===== config.mk =====
export PLATFORM = sky130hd
export DESIGN_NAME = bht_ctrl_flat
export DESIGN_NICKNAME = d
export VERILOG_FILES = /design/src/rtl/bht_pkg.sv /design/src/rtl/bht_if.sv /design/src/rtl/bht_array.sv /design/src/rtl/bht_ctrl.sv /design/src/flat_wrapper.sv
export SDC_FILE = /design/constraint.sdc
export NUM_CORES = 1
export LEC_CHECK = 0
export CAP_MARGIN = 25
export CORE_ASPECT_RATIO = 0.8
export CORE_MARGIN = 1.5
export CORE_UTILIZATION = 35
export CTS_BUF_LIST = sky130_fd_sc_hd__clkbuf_8
export DETAILED_ROUTE_END_ITERATION = 8
export SYNTH_ARGS = -nofsm -noshare
export SYNTH_HDL_FRONTEND = slang
export SYNTH_SLANG_ARGS = --single-unit

===== constraint.sdc =====
create_clock -name clk -period 6.2 [get_ports clk]
set_input_delay 0.62 -clock clk [delete_from_list [all_inputs] [get_ports clk]]
set_output_delay 0.62 -clock clk [all_outputs]
set_load 0.01 [all_outputs]

===== src/rtl/bht_pkg.sv =====
// Shared types and the 2-bit saturating counter step for the branch history table.
package bht_pkg;

    typedef enum logic [1:0] {SNT = 2'b00, WNT = 2'b01, WT = 2'b10, ST = 2'b11} sat2_t;

    typedef enum logic {INIT = 1'b0, RUN = 1'b1} bht_fsm_t;

    // Step a counter toward taken or not-taken, saturating at both ends.
    function automatic sat2_t sat_next(sat2_t s, logic taken);
        sat2_t r;
        case (s)
            SNT:     r = taken ? WNT : SNT;
            WNT:     r = taken ? WT  : SNT;
            WT:      r = taken ? ST  : WNT;
            default: r = taken ? ST  : WT;
        endcase
        return r;
    endfunction

endpackage


===== src/rtl/bht_if.sv =====
// Fetch/Execute-side signal bundle of the branch history table controller.
// master = pipeline side, slave = bht_ctrl side.
interface bht_if #(
    parameter int IDX_W = 6
);
    logic [31:0]      PCF;
    logic             PredTakenF;
    logic [IDX_W-1:0] IdxF;
    logic             BranchE;
    logic             ZeroE;
    logic             StallE;
    logic             PredTakenE;
    logic [IDX_W-1:0] IdxE;
    logic [31:0]      PCTargetE;
    logic [31:0]      PCPlus4E;
    logic             MispredictE;
    logic [31:0]      RedirectPCE;
    logic             Ready;

    modport master (
        output PCF, BranchE, ZeroE, StallE, PredTakenE, IdxE, PCTargetE, PCPlus4E,
        input  PredTakenF, IdxF, MispredictE, RedirectPCE, Ready
    );

    modport slave (
        input  PCF, BranchE, ZeroE, StallE, PredTakenE, IdxE, PCTargetE, PCPlus4E,
        output PredTakenF, IdxF, MispredictE, RedirectPCE, Ready
    );
endinterface


===== src/rtl/bht_array.sv =====
// Counter storage: 2**IDX_W x 2 bits, two async read ports (fetch lookup and
// execute read-modify-write), one sync write port muxed between init and update.
module bht_array #(
    parameter int          IDX_W   = 6,
    parameter logic [1:0]  INIT_ST = 2'b01
) (
    input  logic             clk,
    input  logic [IDX_W-1:0] raddr_f,
    output logic [1:0]       rdata_f,
    input  logic [IDX_W-1:0] raddr_e,
    output logic [1:0]       rdata_e,
    input  logic             init_we,
    input  logic [IDX_W-1:0] init_addr,
    input  logic             upd_we,
    input  logic [IDX_W-1:0] upd_addr,
    input  logic [1:0]       upd_data
);
    localparam int DEPTH = 2 ** IDX_W;

    logic [1:0] mem [DEPTH];

    // Single write port: initialisation owns it; updates only occur once Ready.
    always_ff @(posedge clk) begin
        if (init_we) begin
            mem[init_addr] <= INIT_ST;
        end else if (upd_we) begin
            mem[upd_addr] <= upd_data;
        end
    end

    assign rdata_f = mem[raddr_f];
    assign rdata_e = mem[raddr_e];

endmodule


===== src/rtl/bht_ctrl.sv =====
// Branch history table controller: init sequencing, fetch prediction with
// same-cycle update bypass, execute-stage counter update and mispredict redirect.
// Optional gshare indexing is enabled by defining BHT_GSHARE_EN.
module bht_ctrl
    import bht_pkg::*;
#(
    parameter int         IDX_W   = 6,
    parameter logic [1:0] INIT_ST = 2'b01
) (
    input  logic clk,
    input  logic reset,
    bht_if.slave bus
);
    bht_fsm_t         state, state_n;
    logic [IDX_W-1:0] ptr, ptr_n;
    logic             init_we;
    logic             active;
    logic             upd_e;
    logic [IDX_W-1:0] idx_f;
    logic [1:0]       rd_f, rd_e;
    sat2_t            nxt_e;
    logic             pred_f;
    logic             unused_pc;

    // State and init pointer; reset restarts initialisation from entry 0.
    always_ff @(posedge clk) begin
        if (reset) begin
            state <= INIT;
            ptr   <= '0;
        end else begin
            state <= state_n;
            ptr   <= ptr_n;
        end
    end

    // INIT walks every entry once, then RUN holds until the next reset.
    always_comb begin
        state_n = state;
        ptr_n   = ptr;
        init_we = 1'b0;
        case (state)
            INIT: begin
                init_we = ~reset;
                ptr_n   = ptr + 1'b1;
                if (ptr == '1) begin
                    state_n = RUN;
                end
            end
            RUN:     state_n = RUN;
            default: state_n = INIT;
        endcase
    end

    assign bus.Ready = (state == RUN);
    assign active    = bus.Ready & ~reset;
    assign upd_e     = active & bus.BranchE & ~bus.StallE;

`ifdef BHT_GSHARE_EN
    logic [IDX_W-1:0] ghr;

    // Global history shifts in each committed outcome.
    always_ff @(posedge clk) begin
        if (reset) begin
            ghr <= '0;
        end else if (upd_e) begin
            ghr <= {ghr[IDX_W-2:0], bus.ZeroE};
        end
    end

    assign idx_f = bus.PCF[IDX_W+1:2] ^ ghr;
`else
    assign idx_f = bus.PCF[IDX_W+1:2];
`endif

    assign unused_pc = ^{bus.PCF[31:IDX_W+2], bus.PCF[1:0]};
    assign bus.IdxF  = idx_f;

    bht_array #(
        .IDX_W  (IDX_W),
        .INIT_ST(INIT_ST)
    ) u_array (
        .clk      (clk),
        .raddr_f  (idx_f),
        .rdata_f  (rd_f),
        .raddr_e  (bus.IdxE),
        .rdata_e  (rd_e),
        .init_we  (init_we),
        .init_addr(ptr),
        .upd_we   (upd_e),
        .upd_addr (bus.IdxE),
        .upd_data (nxt_e)
    );

    assign nxt_e = sat_next(sat2_t'(rd_e), bus.ZeroE);

    // Prediction; forwards the counter being written this cycle to the same index.
    always_comb begin
        pred_f = 1'b0;
        if (active) begin
            if (upd_e && (bus.IdxE == idx_f)) begin
                pred_f = nxt_e[1];
            end else begin
                pred_f = rd_f[1];
            end
        end
    end

    assign bus.PredTakenF  = pred_f;
    assign bus.MispredictE = active & bus.BranchE & (bus.ZeroE != bus.PredTakenE);
    assign bus.RedirectPCE = bus.ZeroE ? bus.PCTargetE : bus.PCPlus4E;

endmodule


===== src/flat_wrapper.sv =====
// flat-port wrapper written by rule: the top's interface ports become plain ports
module bht_ctrl_flat import bht_pkg::*;
#(
    parameter int         IDX_W   = 6,
    parameter logic [1:0] INIT_ST = 2'b01
)
  (clk, reset, bus_PCF, bus_BranchE, bus_ZeroE, bus_StallE, bus_PredTakenE, bus_IdxE, bus_PCTargetE, bus_PCPlus4E, bus_PredTakenF, bus_IdxF, bus_MispredictE, bus_RedirectPCE, bus_Ready);
  bht_if #(.IDX_W(IDX_W)) bus_i ();
  input  logic clk;
  input  logic reset;
  input wire logic [$bits(bus_i.PCF)-1:0] bus_PCF;
  input wire logic [$bits(bus_i.BranchE)-1:0] bus_BranchE;
  input wire logic [$bits(bus_i.ZeroE)-1:0] bus_ZeroE;
  input wire logic [$bits(bus_i.StallE)-1:0] bus_StallE;
  input wire logic [$bits(bus_i.PredTakenE)-1:0] bus_PredTakenE;
  input wire logic [$bits(bus_i.IdxE)-1:0] bus_IdxE;
  input wire logic [$bits(bus_i.PCTargetE)-1:0] bus_PCTargetE;
  input wire logic [$bits(bus_i.PCPlus4E)-1:0] bus_PCPlus4E;
  output wire logic [$bits(bus_i.PredTakenF)-1:0] bus_PredTakenF;
  output wire logic [$bits(bus_i.IdxF)-1:0] bus_IdxF;
  output wire logic [$bits(bus_i.MispredictE)-1:0] bus_MispredictE;
  output wire logic [$bits(bus_i.RedirectPCE)-1:0] bus_RedirectPCE;
  output wire logic [$bits(bus_i.Ready)-1:0] bus_Ready;
  assign bus_i.PCF = bus_PCF;
  assign bus_i.BranchE = bus_BranchE;
  assign bus_i.ZeroE = bus_ZeroE;
  assign bus_i.StallE = bus_StallE;
  assign bus_i.PredTakenE = bus_PredTakenE;
  assign bus_i.IdxE = bus_IdxE;
  assign bus_i.PCTargetE = bus_PCTargetE;
  assign bus_i.PCPlus4E = bus_PCPlus4E;
  assign bus_PredTakenF = bus_i.PredTakenF;
  assign bus_IdxF = bus_i.IdxF;
  assign bus_MispredictE = bus_i.MispredictE;
  assign bus_RedirectPCE = bus_i.RedirectPCE;
  assign bus_Ready = bus_i.Ready;
  bht_ctrl #(.IDX_W(IDX_W), .INIT_ST(INIT_ST)) u_core (.clk(clk), .reset(reset), .bus(bus_i));
endmodule

==> impl_metrics.toml <==
[outcome]
run_status = "completed"

[synthesis]
synthXorXnorAreaFrac_pct = 1.40
synth.top_cell.area_share_pct = 55.7
synth.ff_latch_count = 135
combinational_family_with_the_most_area_after_synthesis = "multiplexers"
synth_area_leaders = "edfxtp_1 56%, mux4_2 10%, mux2_2 6.5%, mux4_1 4.6%, nor2_1 4.4%"
flip_flop_cell_with_the_highest_count_after_synthesis = "edfxtp_1"
ys_async_sr_fraction_pct = 0
netlist_instances = 468
synth_mux_area_share_pct = 24.0
share_of_synthesized_cell_area_in_full_adder_half_adder_and_majority_cells_pct = 0.345
netlist.top_cell.by_area = "edfxtp_1"
synth_simple_gate_area_share_pct = 9.32
yosysWarningCount = 0
synth-edff-count = 128
post_synth_instance_area_mm2 = 0.00690
ys_seq_area_share_pct = 57.7
mappedNetlistNets = 577
synth.avg_cell_area_um2 = 14.7
synth-compound-area-share_pct = 3.79
yosysUniqueCellTypes = 47

[clock_tree]
htree_depth = 4
clock_sinks = 135
numCtsBuffers = 17
path_clk_slew_ns = 0.08
insertion_delay_ns = 0.45
post-cts-setup-buffer-count = 0
cts_hold_buf = 0
cts_resized = 0
clock_tree_from_tritoncts = "yes"
clockRootBuffer = "clkbuf_8"
max-clock-path-buffers = 2

[floorplan]
design.portCount = 149
num_rows = 45
chipWidth_um = 160
die_area_mm2 = 0.0206
initial_core_util_pct = 36.0
die_height_um = 129
design.core.area_mm2 = 0.0191

[sta]
fin_crit_ns = 4.61
max_clock_freq_mhz = 217
final_hold_viol_count = 0
grt_setup_unrepaired = "no"
setup_viol_count_final = 0
final_worst_path_cycle_share_pct = 74.4
final_max_slew_viol_count = 0
fin_hold_ws_ns = 0.540
relSlewSlack_pct = 53.4
worst-slew-pin-transition_ns = 0.697
clock_skew_ns = 0.0153
tns_ns = 0

[drt]
drt-vias-per-instance = 5.37
wire_per_inst_um = 20.8
drtIter0Drc = 215
route.antenna.remaining_nets = 0
drt-total-wl_um = 17900
detailroute.via_count = 4620
drtPass1Iterations = 5
route.detailed.drc = 0

[finish]
multiInputGateArea_mm2 = 0.00269
fillers = 1687
syn_to_final_growth_pct = 27.5
instances_no_fill = 861
final_core_area_utilization_pct = 45.9
final_design_area_no_fill_mm2 = 0.00880
ff_latch_area_mm2 = 0.00398
final_layout_size_suffix_gt1_share_pct = 20.7
fin_nets = 699
layout.cells.most_common_list = "128 x edfxtp_1, 121 x clkdlybuf4s50_1, 80 x nor2_1, 40 x mux2_2, 32 x mux4_2"
layout_commonest_cell = "edfxtp_1"
diodes = 0

[worst_hold_path]
worst_hold_path_type = "reg -> reg"

[power]
pwr_dens_mw_per_mm2 = 222
leakagePower_uw = 0.00317
vdd_ir_drop_max_v = 0.000161

[worst_setup_path]
crit_slowest_cell = "clkdlybuf4s50_1"
worst_stage_delay_on_the_critical_path_ns = 0.75
worst_setup_path_end_kind = "output pin"
data_arrival_time_of_the_critical_path_ns = 3.99
criticalPathCategory = "in -> out"
start_kind = "primary input"
timing.critical_path.cells = "clkdlybuf4s50_1 > buf_8 > buf_4 > nand2b_1 > o22ai_1 > nor4_1 > o31ai_1 > a311oi_2 > maj3_2 > o2111a_1 > clkdlybuf4s50_1"
worst-path-max-fanout = 10
cpMostUsedCell = "clkdlybuf4s50_1"
worst-endpoint-required_ns = 5.58

[global_route]
grt_pass1_vias = 4741
grt_pass1_wl_um = 27000
antenna_found_initial = 0
globalRouteTotalUtil_pct = 18.0
grt_start_max_net_pins = 39
globalRoute.totalOverflow = 0

[place]
dp.cells = 826
placed_area_mm2 = 0.00834
hpwlAfterDp_um = 12500
place.gp.congestion = 0.852
port_buffers = 122

[flow_run]
drv.max_cap_violation_count = 0
[final timing paths]
kind	slack (ns)	from	cells after the start	endpoint
hold reg to reg	0.54	u_core.ptr[0]	2	u_core.ptr[0]
hold / removal	0.54	u_core.ptr[0]	2	u_core.ptr[0]
setup reg to reg	3.18	u_core.u_array.mem[56][0]	8	u_core.u_array.mem[21][0]
setup / recovery	1.59	bus_IdxE[0]	11	bus_PredTakenF
[worst max-delay path: cells and delay by family]
family                     cells  cell delay [ns]
adders and majority gates      1             0.25
buffers and inverters          4             1.77
AOI/OAI and AO/OA              4             0.86
and+or+nand+nor                2             0.49
[Yosys cell counts (all sizes together) (2+ instances only)]
cell and n:
nor2b 10, clkbuf 9, nor4 3, o31ai 4, nand2b 3, a311oi 2
a221oi 2, a211oi 2, a21oi 3, a31oi 4, edfxtp 128, mux2 40
mux4 44, xnor2 4, nand2 29, nand3b 6, dfxtp 7, a22oi 2
buf 25, nand3 9, inv 3, xor2 7, o22ai 2, a2111oi 4
mux2i 17, o21ai 6, nor2 80
[logic make-up (layout without fill, tap and decap cells)]
family | count (synthesis) | count (layout)
compound gates | 35 | 35
xor+xnor | 11 | 11
fa+ha+maj | 2 | 2
buf+inv | 37 | 172
flops | 135 | 135
mux | 101 | 101
simple gates | 147 | 147
[stage by stage]
stage / power, µW / worst slack (ns)
6_report: 1950 / 1.59
5_1_grt: 2020 / 1.38
4_1_cts: 1970 / 1.27
3_5_place_dp: 1240 / 1.28
3_3_place_gp: 1230 / 1.30
2_1_floorplan: 1120 / 0.948
[sequential cells by signal (all words and copies together) (netlist names)]
register and cells:
u_core.bus.Ready 1, u_core.ptr 6, u_core.u_array.mem 128
[routing by layer]
metal / GRT usage [%] / vias to the layer above / wire length [µm]
met5: 0 / - / 0
met4: 6.54 / 0 / 378
met3: 6.19 / 28 / 1780
met2: 29.3 / 256 / 8270
met1: 22.4 / 2271 / 7480
li1: - / 2065 / -
[final cells by class]
| class | instances | share of cell area, % |
|---|---|---|
| clock buffer | 17 | 2.66 |
| clock inverter | 15 | 1.91 |
| inverter | 3 | 0.128 |
| multi-input combinational | 296 | 30.6 |
| sequential | 135 | 45.3 |
| tap | 258 | 3.67 |
| timing repair buffer | 137 | 15.7 |
[power breakdown]
| part | leakage (µW) | internal (µW) | switching, µW |
|---|---|---|---|
| Clock | 0.000198 | 367 | 368 |
| Sequential | 0.00148 | 985 | 4.05 |
| Combinational | 0.00149 | 131 | 98.3 |
(Power assumes the default switching activity.)
